[config.mk]
export PLATFORM = sky130hd
export DESIGN_NAME = irq_dispatch
export DESIGN_NICKNAME = d
export VERILOG_FILES = /design/src/rtl/irq_dispatch.sv
export SDC_FILE = /design/constraint.sdc
export NUM_CORES = 1
export LEC_CHECK = 0
export BUFFER_PORTS_ARGS = -buffer_cell sky130_fd_sc_hd__buf_2
export CAP_MARGIN = 0
export CORE_MARGIN = 2
export CORE_UTILIZATION = 47
export CTS_CLUSTER_SIZE = 8
export DETAILED_ROUTE_END_ITERATION = 6
export PLACE_DENSITY = 0.85
export SETUP_SLACK_MARGIN = 0.15
export SYNTH_ARGS = -nofsm -noshare
export SYNTH_HDL_FRONTEND = slang
export SYNTH_SLANG_ARGS = --single-unit
[constraint.sdc]
create_clock -name clk -period 1.7 [get_ports clk]
set_input_delay 0.255 -clock clk [delete_from_list [all_inputs] [get_ports clk]]
set_output_delay 0.255 -clock clk [all_outputs]
set_load 0.01 [all_outputs]
[src/rtl/irq_dispatch.sv]
// Interrupt transmitter: edge-detects 16 request lines into a pending register, arbitrates,
// delivers one interrupt at a time to the frontend, then waits for EOI and a hold-off gap.
module irq_dispatch #(
  parameter int HOLDOFF     = 8,
  parameter int PRIO_ROTATE = 0
) (
  input  logic        clk,
  input  logic        rst,
  input  logic [15:0] irq_req,
  input  logic [15:0] irq_mask,
  input  logic        irq_eoi,
  input  logic [3:0]  irq_eoi_num,
  output logic        irqload,
  output logic [3:0]  irqnum,
  output logic        irq_busy,
  output logic [15:0] irq_pending,
  output logic        eoi_err
);

  localparam int CW        = (HOLDOFF > 0) ? $clog2(HOLDOFF + 1) : 1;
  localparam int HOLD_INIT = (HOLDOFF > 0) ? HOLDOFF - 1 : 0;

  typedef enum logic [1:0] {IDLE, SEND, WAIT_EOI, HOLD} state_t;

  state_t          state_reg, state_next;
  logic [15:0]     req_prev_reg;
  logic [15:0]     pending_reg, pending_next;
  logic [15:0]     req_rise, eligible, grant_clr;
  logic [3:0]      irqnum_reg, irqnum_next;
  logic            irqload_reg, irqload_next;
  logic            eoi_err_reg, eoi_err_next;
  logic [CW-1:0]   cnt_reg, cnt_next;
  logic [3:0]      arb_start, arb_idx, winner;
  logic            win_valid;

  assign req_rise = irq_req & ~req_prev_reg;
  assign eligible = pending_reg & ~irq_mask;

  // A new rising edge wins over a same-cycle dispatch clear on the same bit.
  genvar gi;
  generate
    for (gi = 0; gi < 16; gi++) begin : g_pending
      assign pending_next[gi] = req_rise[gi] | (pending_reg[gi] & ~grant_clr[gi]);
    end
  endgenerate

  // Scan from highest offset down so the lowest offset from arb_start is kept.
  always_comb begin
    arb_start = (PRIO_ROTATE != 0) ? irqnum_reg + 4'd1 : 4'd0;
    arb_idx   = arb_start;
    winner    = 4'd0;
    win_valid = 1'b0;
    for (int i = 15; i >= 0; i--) begin
      arb_idx = arb_start + 4'(i);
      if (eligible[arb_idx]) begin
        winner    = arb_idx;
        win_valid = 1'b1;
      end
    end
  end

  always_comb begin
    state_next   = state_reg;
    irqnum_next  = irqnum_reg;
    irqload_next = 1'b0;
    eoi_err_next = 1'b0;
    cnt_next     = cnt_reg;
    grant_clr    = 16'd0;
    case (state_reg)
      IDLE: begin
        if (win_valid) begin
          state_next   = SEND;
          irqnum_next  = winner;
          irqload_next = 1'b1;
          grant_clr    = 16'd1 << winner;
        end
      end
      SEND: state_next = WAIT_EOI;
      WAIT_EOI: begin
        if (irq_eoi) begin
          if (irq_eoi_num == irqnum_reg) begin
            state_next = (HOLDOFF == 0) ? IDLE : HOLD;
            cnt_next   = CW'(HOLD_INIT);
          end else begin
            eoi_err_next = 1'b1;
          end
        end
      end
      HOLD: begin
        if (cnt_reg == '0) state_next = IDLE;
        else               cnt_next   = cnt_reg - 1'b1;
      end
      default: state_next = IDLE;
    endcase
    if (irq_eoi && state_reg != WAIT_EOI) eoi_err_next = 1'b1;
  end

  always_ff @(posedge clk or posedge rst) begin
    if (rst) begin
      state_reg    <= IDLE;
      req_prev_reg <= 16'd0;
      pending_reg  <= 16'd0;
      irqnum_reg   <= 4'd0;
      irqload_reg  <= 1'b0;
      eoi_err_reg  <= 1'b0;
      cnt_reg      <= '0;
    end else begin
      state_reg    <= state_next;
      req_prev_reg <= irq_req;
      pending_reg  <= pending_next;
      irqnum_reg   <= irqnum_next;
      irqload_reg  <= irqload_next;
      eoi_err_reg  <= eoi_err_next;
      cnt_reg      <= cnt_next;
    end
  end

  assign irqload     = irqload_reg;
  assign irqnum      = irqnum_reg;
  assign irq_busy    = (state_reg != IDLE);
  assign irq_pending = pending_reg;
  assign eoi_err     = eoi_err_reg;

endmodule

* Word level (Yosys, flattened, before mapping)
Cells that the tools add are included.
** Storage, ports and cells
- Input port bits :: 39
- Word-level logic and storage cells :: 128
- Bits in registers :: 44
- Output and inout port bits :: 23
** Operators by class
- $add $sub $neg :: 1
- Shift-type cells :: 1
- Bitwise gates (word level) :: 52
- Mux-type cells :: 49
- Reductions and logical operators :: 8
- Equality and inequality tests :: 10
** Operators by type and width (number)
- $mux 4 :: 19
- $and 16x16->16 :: 2
- $mux 16 :: 2
- $not 16->16 :: 2
- $mux 1 :: 22
- $and 1x1->1 :: 16
- $not 1->1 :: 16
- $or 1x1->1 :: 16
- $shl 1x4->16 const A :: 1
- $ne 2x2->1 const B :: 6
- $mux 2 :: 4
- $pmux 2 s4 :: 1
- $pmux 4 s2 :: 1
- $reduce_and 4->1 :: 2
- $eq 2x2->1 const B :: 2
- $eq 4x4->1 :: 1
- $logic_not 4->1 :: 1
- $reduce_bool 2->1 :: 2
- $sub 4x1->4 const B :: 1
- $eq 2x1->1 const B :: 1
- $logic_not 2->1 :: 1
- $reduce_and 2->1 :: 1
- $logic_and 1x1->1 :: 1

* Longest topological paths before layout
Gate-level depths: netlist (run 1).
- Word-level depth :: 24
- Gate-level depth with buffers :: 7
- Depth with buffers taken out :: 7

* Worst setup path after synthesis (run 1)
OpenSTA, ideal clock, no wires.
- Path kind :: register -> register
- From :: reg irqnum_reg[3], in the netlist irqnum[3]
- To :: reg state_reg[1]
- Buffers on the path :: 0
- Arrival :: 1.583 ns
- Setup time :: 0.125 ns
- Cell stages (with the launch flop) :: 6
- Required time :: 1.575 ns
- Setup slack :: -0.008 ns
- Period minus slack after synthesis :: 1.708 ns
- Path through :: dfrtp_1 xor2_1 nor4_2 and2_2 o221a_4 mux2_4
** Between the ends
- Cells in the longest elaborated chain, start to end :: 3
** Ends and longest elaborated chain
- start, declared :: line 29 : logic [3:0] irqnum_reg, irqnum_next;
- start signal, assigned :: line 111 : irqnum_reg <= irqnum_next;
- $eq 4x4->1 :: line 81 : if (irq_eoi_num == irqnum_reg) begin
- $ne 2x2->1 (no line)
- $reduce_and 4->1 (no line)
- end signal, assigned :: line 108 : state_reg <= state_next;
- end, declared :: line 25 : state_t state_reg, state_next;
Every way passes these cells.
A chain may end at the register's enable or synchronous reset.

* Final worst setup path (run 1)
- From :: reg irqnum_reg[0], in the netlist irqnum[0]
- To :: reg state_reg[1]
The elaborated chain is that of the path after synthesis.

==> summary.md, run 1 <==
| Metric | Value |
|---|---|
| #FFs+latches synth | 44 |
| Status | complete, but fails checks |
| CP max FO | 3 |
| Routed met3 length | a little under 400 um |
| WL per Instance | 15.7 um |
| Worst Setup Path Type | flip-flop to flip-flop |
| Final HPWL from detailed placement | 3.80 mm |
| Worst VDD drop | approximately 750 uV |
| Initial core utilization | around half |
| Vias in the first global route | 1901 |
| Worst R2R Start | irqnum[0] |
| CTS tree | done |
| Die height | between 70 and 80 um |
| Final setup vio count | 1 |
| Area Overhead vs Synth | 42.4% |
| Max-slew violations | 0 |
| Cell taking the most area after synthesis | dfrtp_1 |
| Top-count cell post-synth | dfrtp_1 |
| CP Buf/Inv Count | 1 |
| Crit path cell chain | xor2_1 > nor4_2 > buf_4 > and2_4 > o221a_4 > mux2_4 |
| Top-area cell type share of the netlist area | 50.4% |
| Port Buffers | 61 |
| Worst slew pin tran | 0.844 ns |
| Die ar. | roughly 5200 um2 |
| Reg-to-reg setup timing slack | -0.01 ns |
| Worst Setup SP | irqnum[0] |
| Nets | approximately 360 |
| Largest net degree at the start of global routing | 24 |
| Layout cell share with drive strength beyond 1 | 49.4% |
| Tcrit/Tclk final | 101% |
| Crit-path max cell delay | 0.40 ns |
| CORE AREA | 4410 um2 |
| Met1 WL | 2.42 mm |
| Post-synth top cells | 44 x dfrtp_1, 25 x nor2_1, 18 x nor2b_1 |
| Hold Path Class | primary input to async pin |
| Clock root buffer | clkbuf_8 |
| Placement row count | 24 |
| PD cells | ~1300 nW/um2 |
| RSZ-0062 raised after global routing | true |
| Initial antenna violation count | 0 |
| Max_cap viols | 0 |
| H-tree depth | 2 |
| Final GP Congestion | 0.855 |
| FMAX | 0.583 GHz |
| Ports | 62 |
| Post-Synthesis Cells | 213 |
| Crit path capture type | flip-flop |
| Min Tclk post-route | 1.71 ns |
| Setup crit start kind | flip-flop |
| Static Leak | 1.42 nW |
| Vias | 1997 |
| ANT cells | 0 |
| Max_slew headroom | 43.4% |
| Placed inst area | 2720 um2 |
| Worst Skew | 0.00935 ns |
| R2R depth | 6 |
| Worst setup path endpoint | state_reg[1] |
| Mapped Area | 2190 um2 |
| Hold Fails Final Rpt | 0 |
| Total track usage | 21.4% |
| DRT Wirelength | ~5.7 mm |
| CTS Buffer Depth | 2 |
| TritonCTS Buffers | 5 |
| Hold Slack | 0.00469 ns |
| Synth Warn # | 0 |
| Slowest cell on crit path | dfrtp_1 |
| Seq/Total Area, Yosys | 50.4% |
| Synth Area per Inst | ~10 um2 |
| Global-route wire length before repair | 8.62 mm |
| PnR Total Power | roughly 0.004 W |
| Final worst slack | -0.0139 ns |
| Clk sinks | 44 |
| CP top delay family | flip-flops |
| CP arrival | 1.90 ns |
| Top Layer Used | met4 |
| First-pass DRT Iterations | 4 |
| Grt ovf | 0 |
| Final Instance Area | 3110 um2 |
| Netlist cell types | 42 |
| Clock transition at path regs | 0.08 ns |
| DIE WIDTH | about 72 um |
| First DRT Iteration DRCs | between 70 and 80 |
| Met2 wire len | 2.86 mm |
| EDFF count, synth | 0 |
| Synth top area cells | dfrtp_1 50%, nor2b_1 5.2%, nor2_1 4.3%, a31oi_1 4.0%, nand2b_1 3.4% |
| TNS Setup | -0.0139 ns |
| Failing checks | setup timing |
| Crit path depth | 6 |
| Ys flop type | dfrtp_1 |
| Post-route DRC | 0 |
| Vias per inst | 5.46 |
| Synth async-reset ratio | 100% |
| Clk_lat worst skew | roughly 0.3 ns |
| Post-route ant nets | 0 |
| Worst path required time | 1.89 ns |
| Syn_nets | 256 |
| Reg-to-Reg End | state_reg[1] |
-- per-layer routing --
layer / vias to the layer above / GRT usage [%]
met5: - / 0
met4: 0 / 7.97
met3: 8 / 5.28
met2: 74 / 35.1
met1: 961 / 27.7
li1: 954 / -
-- cell families (layout without fill, tap and decap cells) --
group	count (synthesis)	in the layout	synth area share (%)
compound gates	45	45	14.3
xor+xnor	4	4	1.60
fa+ha+maj	4	4	2.29
buf+inv	15	116	2.92
flops	44	44	50.4
mux	5	5	2.63
simple gates	96	96	25.9
-- repair_timing --
item,in CTS,in global routing
buffers inserted,8,8
resized for setup,20,32
hold buffers,0,0
endpoints found under the setup margin,7,26
pin swaps,7,20
-- worst reg2reg max path, cell delays in order (launching register included) --
cell and delay, ns:
dfrtp_1 0.40, xor2_1 0.16, nor4_2 0.26, buf_4 0.17, and2_4 0.14, o221a_4 0.19
mux2_4 0.29
-- through the flow --
stage	setup WS, ns	util (%)	cells
CTS	-0.0393	66.2	358
detailed placement	-0.0255	61.6	345
finish	-0.0139	70.5	366
global route	-0.0489	70.5	366
floorplan	0.0158	-	213
global placement	-0.00180	61.6	345
-- placed cells by master, fill, tap and decap left out, types with 3 or more instances in the layout --
cell type  count
buf_2         60
dfrtp_1       42
buf_4         29
nor2_1        24
nor2b_1       17
a31oi_1       11
inv_1          9
nand2b_1       9
nand2_1        8
buf_6          7
nand4_1        6
o21ai_0        5
nand2b_2       5
clkbuf_8       5
nand2b_4       4
a21oi_1        4
xor2_1         4
nand3_1        3
o21ai_2        3
o21ai_1        3
nor3_1         3
mux2_4         3
-- final cells by class --
class | count | area [um2]
well taps | 52 | 65.1
fillers | 331 | 1300
multi-input cells | 154 | 1200
inverters | 14 | 57.6
repair buffers | 97 | 617
clock buffers | 5 | 68.8
flip-flops and latches | 44 | 1100
-- power breakdown --
group          switching (W)  total (W)  internal, W
registers           0.000175    0.00140      0.00122
logic               0.000915    0.00195      0.00104
clock network       0.000331   0.000596     0.000265
-- worst min-delay path by stage --
stage,end,slack (ns)
finish,cnt_reg[0],0.005
global route,cnt_reg[0],0.06
CTS,cnt_reg[0],0.03
detailed placement,cnt_reg[0],0.35
global placement,cnt_reg[0],0.35
floorplan,req_prev_reg[0],0.29
Note: power is estimated with default switching activity, not from simulation.
==> run 2: changes to the inputs <==
--- a/config.mk
+++ b/config.mk
@@ -7,6 +7,7 @@
 export LEC_CHECK = 0
 export BUFFER_PORTS_ARGS = -buffer_cell sky130_fd_sc_hd__buf_2
 export CAP_MARGIN = 0
+export CORE_ASPECT_RATIO = 0.7
 export CORE_MARGIN = 2
 export CORE_UTILIZATION = 47
 export CTS_CLUSTER_SIZE = 8
==> summary.md, run 2 (synthesis results as in run 1) <==
| Metric | Value |
|---|---|
| Net switching power | 0.00137 W (was 0.00142 W) |
| Max-slew violations | 0 (unchanged) |
| Commonest cells after routing, fill and taps aside | 60 x buf_2, 42 x dfrtp_1, 34 x buf_4 (was 60 x buf_2, 42 x dfrtp_1, 29 x buf_4) |
| Worst Skew | 0.00792 ns (was 0.00935 ns) |
| Slowest cell on crit path | dfrtp_1 (unchanged) |
| DRT Wirelength | 5.69 mm (was 5.74 mm) |
| Final HPWL from detailed placement | 3.98 mm (was 3.80 mm) |
| Worst path required time | 1.90 ns (was 1.89 ns) |
| PD cells | 1270 nW/um2 (about the same) |
| WL per Instance | 15.2 um (was 15.7 um) |
| Clk sinks | 44 (unchanged) |
| CORE AREA | 4400 um2 (was 4410 um2) |
| CTS Buffer Depth | 2 (unchanged) |
| Hold Path Depth | 1 |
| Grt ovf | 0 (unchanged) |
| Tcrit/Tclk final | 100% (was 101%) |
| Nets | 361 (was 359) |
| Post-Route Utilization | 70.5% (about the same) |
| Clock transition at path regs | 0.08 ns (about the same) |
| Worst Setup Path Type | flip-flop to flip-flop (unchanged) |
| Routed met3 length | 404 um (was 385 um) |
| Clk_lat worst skew | 0.31 ns (was 0.30 ns) |
| Vias | 1993 (was 1997) |
| CP arrival | 1.90 ns (about the same) |
| Worst slew pin tran | 0.542 ns (was 0.844 ns) |
| ANT cells | 0 (unchanged) |
| Met1 WL | 2.55 mm (was 2.42 mm) |
| FMAX | 0.587 GHz (was 0.583 GHz) |
| Place WS | -0.0617 ns (was -0.0255 ns) |
| Layout cell share with drive strength beyond 1 | 49.2% (was 49.4%) |
| Total track usage | 22.1% (was 21.4%) |
| Setup crit start kind | flip-flop (unchanged) |
| Die height | 61.1 um (was 72.2 um) |
| Clock power frac | 17.2% (was 15.1%) |
| TNS Setup | -0.00301 ns (was -0.0139 ns) |
| Vias in the first global route | 1892 (was 1901) |
| First DRT Iteration DRCs | 104 (was 79) |
| Hold Slack | 0.0595 ns (was 0.00469 ns) |
| Placement row count | 20 (was 24) |
| # fillers | 327 (was 331) |
| Final setup vio count | 1 (unchanged) |
| Crit-path max cell delay | 0.40 ns (about the same) |
| Status | complete, but fails checks (unchanged) |
| Area Overhead vs Synth | 42.0% (was 42.4%) |
| Final GP Congestion | 0.838 (was 0.855) |
| R2R depth | 6 (unchanged) |
| Crit path cell chain | xor2_1 > nor4_2 > buf_4 > and2_4 > o221a_4 > mux2_4 (unchanged) |
| HP Start | irq_req[13] |
| Vias per inst | 5.33 (was 5.46) |
| Largest net degree at the start of global routing | 45 (was 24) |
| Hold buffer count at CTS | 0 (unchanged) |
| CTS tree | done (unchanged) |
| Failing checks | setup timing (unchanged) |
| Min Tclk post-route | 1.70 ns (was 1.71 ns) |
| Worst VDD drop | 906 uV (was 749 uV) |
| Clock root buffer | clkbuf_8 (unchanged) |
| CP max FO | 3 (unchanged) |
| Global-route wire length before repair | 8.63 mm (was 8.62 mm) |
| Crit path capture type | flip-flop (unchanged) |
| Final Instance Area | 3100 um2 (was 3110 um2) |
| DIE WIDTH | 85.5 um (was 72.2 um) |
| Met2 wire len | 2.65 mm (was 2.86 mm) |
| Post-route DRC | 0 (unchanged) |
| Static Leak | 1.42 nW (about the same) |
| Internal power | 0.00256 W (was 0.00253 W) |
| Max_slew headroom | 63.9% (was 43.4%) |
| Commonest non-fill, non-tap cell in the layout | buf_2 (unchanged) |
| Top Layer Used | met4 (unchanged) |
| Initial core utilization | 49.6% (was 49.5%) |
| Post-route ant nets | 0 (unchanged) |
| First-pass DRT Iterations | 4 (unchanged) |
| Hold Path Class | primary input to flip-flop (was primary input to async pin) |
| Worst R2R Start | irqnum[0] (unchanged) |
| Sequential Power Share | 35.0% (was 35.5%) |
| Final worst slack | -0.00301 ns (was -0.0139 ns) |
| TritonCTS Buffers | 5 (unchanged) |
| Worst Setup SP | irqnum[0] (unchanged) |
| Placed inst area | 2710 um2 (was 2720 um2) |
| RSZ-0062 raised after global routing | true (unchanged) |
| H-tree depth | 2 (unchanged) |
| Die ar. | 5220 um2 (was 5210 um2) |
| Initial antenna violation count | 0 (unchanged) |
| Max_cap viols | 0 (unchanged) |
| Port Buffers | 61 (unchanged) |
| Comb power frac | 47.8% (was 49.4%) |
| Hold Fails Final Rpt | 0 (unchanged) |
| Sw frac | 34.9% (was 36.0%) |
| Ports | 62 (unchanged) |
-- run 2: worst max-delay path: cells and delay by family, from the launching register on --
family,cells,cell delay (ns)
XOR/XNOR,1,0.16
AO/OA/AOI/OAI,1,0.18
flip-flops,1,0.40
multiplexers,1,0.29
AND/OR/NAND/NOR,2,0.39
buffers and inverters,1,0.17
-- run 2: final timing paths --
path / to / slack, ns
min in group asynchronous: req_prev_reg[10] / 0.08
hold reg to reg: irq_pending[1] / 0.43
setup / recovery: state_reg[1] / -0.003
max in group asynchronous: irq_pending[0] / 1.22
setup reg to reg: state_reg[1] / -0.003
hold / removal: req_prev_reg[13] / 0.06
-- run 2: repair_timing --
| item | in CTS | in global routing |
|---|---|---|
| hold endpoints to repair | 0 | 0 |
| pin swaps | 4 | 11 |
| gates resized for setup | 16 | 30 |
| buffers inserted | 4 | 14 |
| endpoints found under the setup margin | 11 | 23 |
-- run 2: power groups by stage --
| stage | clock network [W] | registers (W) | logic, W |
|---|---|---|---|
| global placement | 0 | 0.00137 | 0.00136 |
| finish | 0.000677 | 0.00137 | 0.00188 |
| detailed placement | 0 | 0.00138 | 0.00141 |
| global route | 0.000750 | 0.00140 | 0.00203 |
| floorplan | 0 | 0.00141 | 0.000809 |
| CTS | 0.000689 | 0.00137 | 0.00161 |
-- run 2: stage by stage --
step           std cells  total power [W]
2_1_floorplan        213          0.00221
3_3_place_gp         348          0.00272
5_1_grt              374          0.00417
3_5_place_dp         348          0.00279
6_report             374          0.00393
4_1_cts              360          0.00366
-- run 2: cell type report --
| cell class | instances | area (um2) | share of cell area, % |
|---|---|---|---|
| Inverter | 14 | 60.1 | 1.94 |
| Clock buffer | 8 | 90.1 | 2.90 |
| Multi-Input combinational cell | 154 | 1170 | 37.7 |
| Tap cell | 55 | 68.8 | 2.22 |
| Timing Repair Buffer | 99 | 612 | 19.7 |
| Sequential cell | 44 | 1100 | 35.6 |
-- run 2: routing by layer --
metal,GRT usage (%),vias to the layer above
met3,6.97,12
met5,0,-
met1,29.9,941
li1,-,961
met4,6.58,0
met2,35.0,79
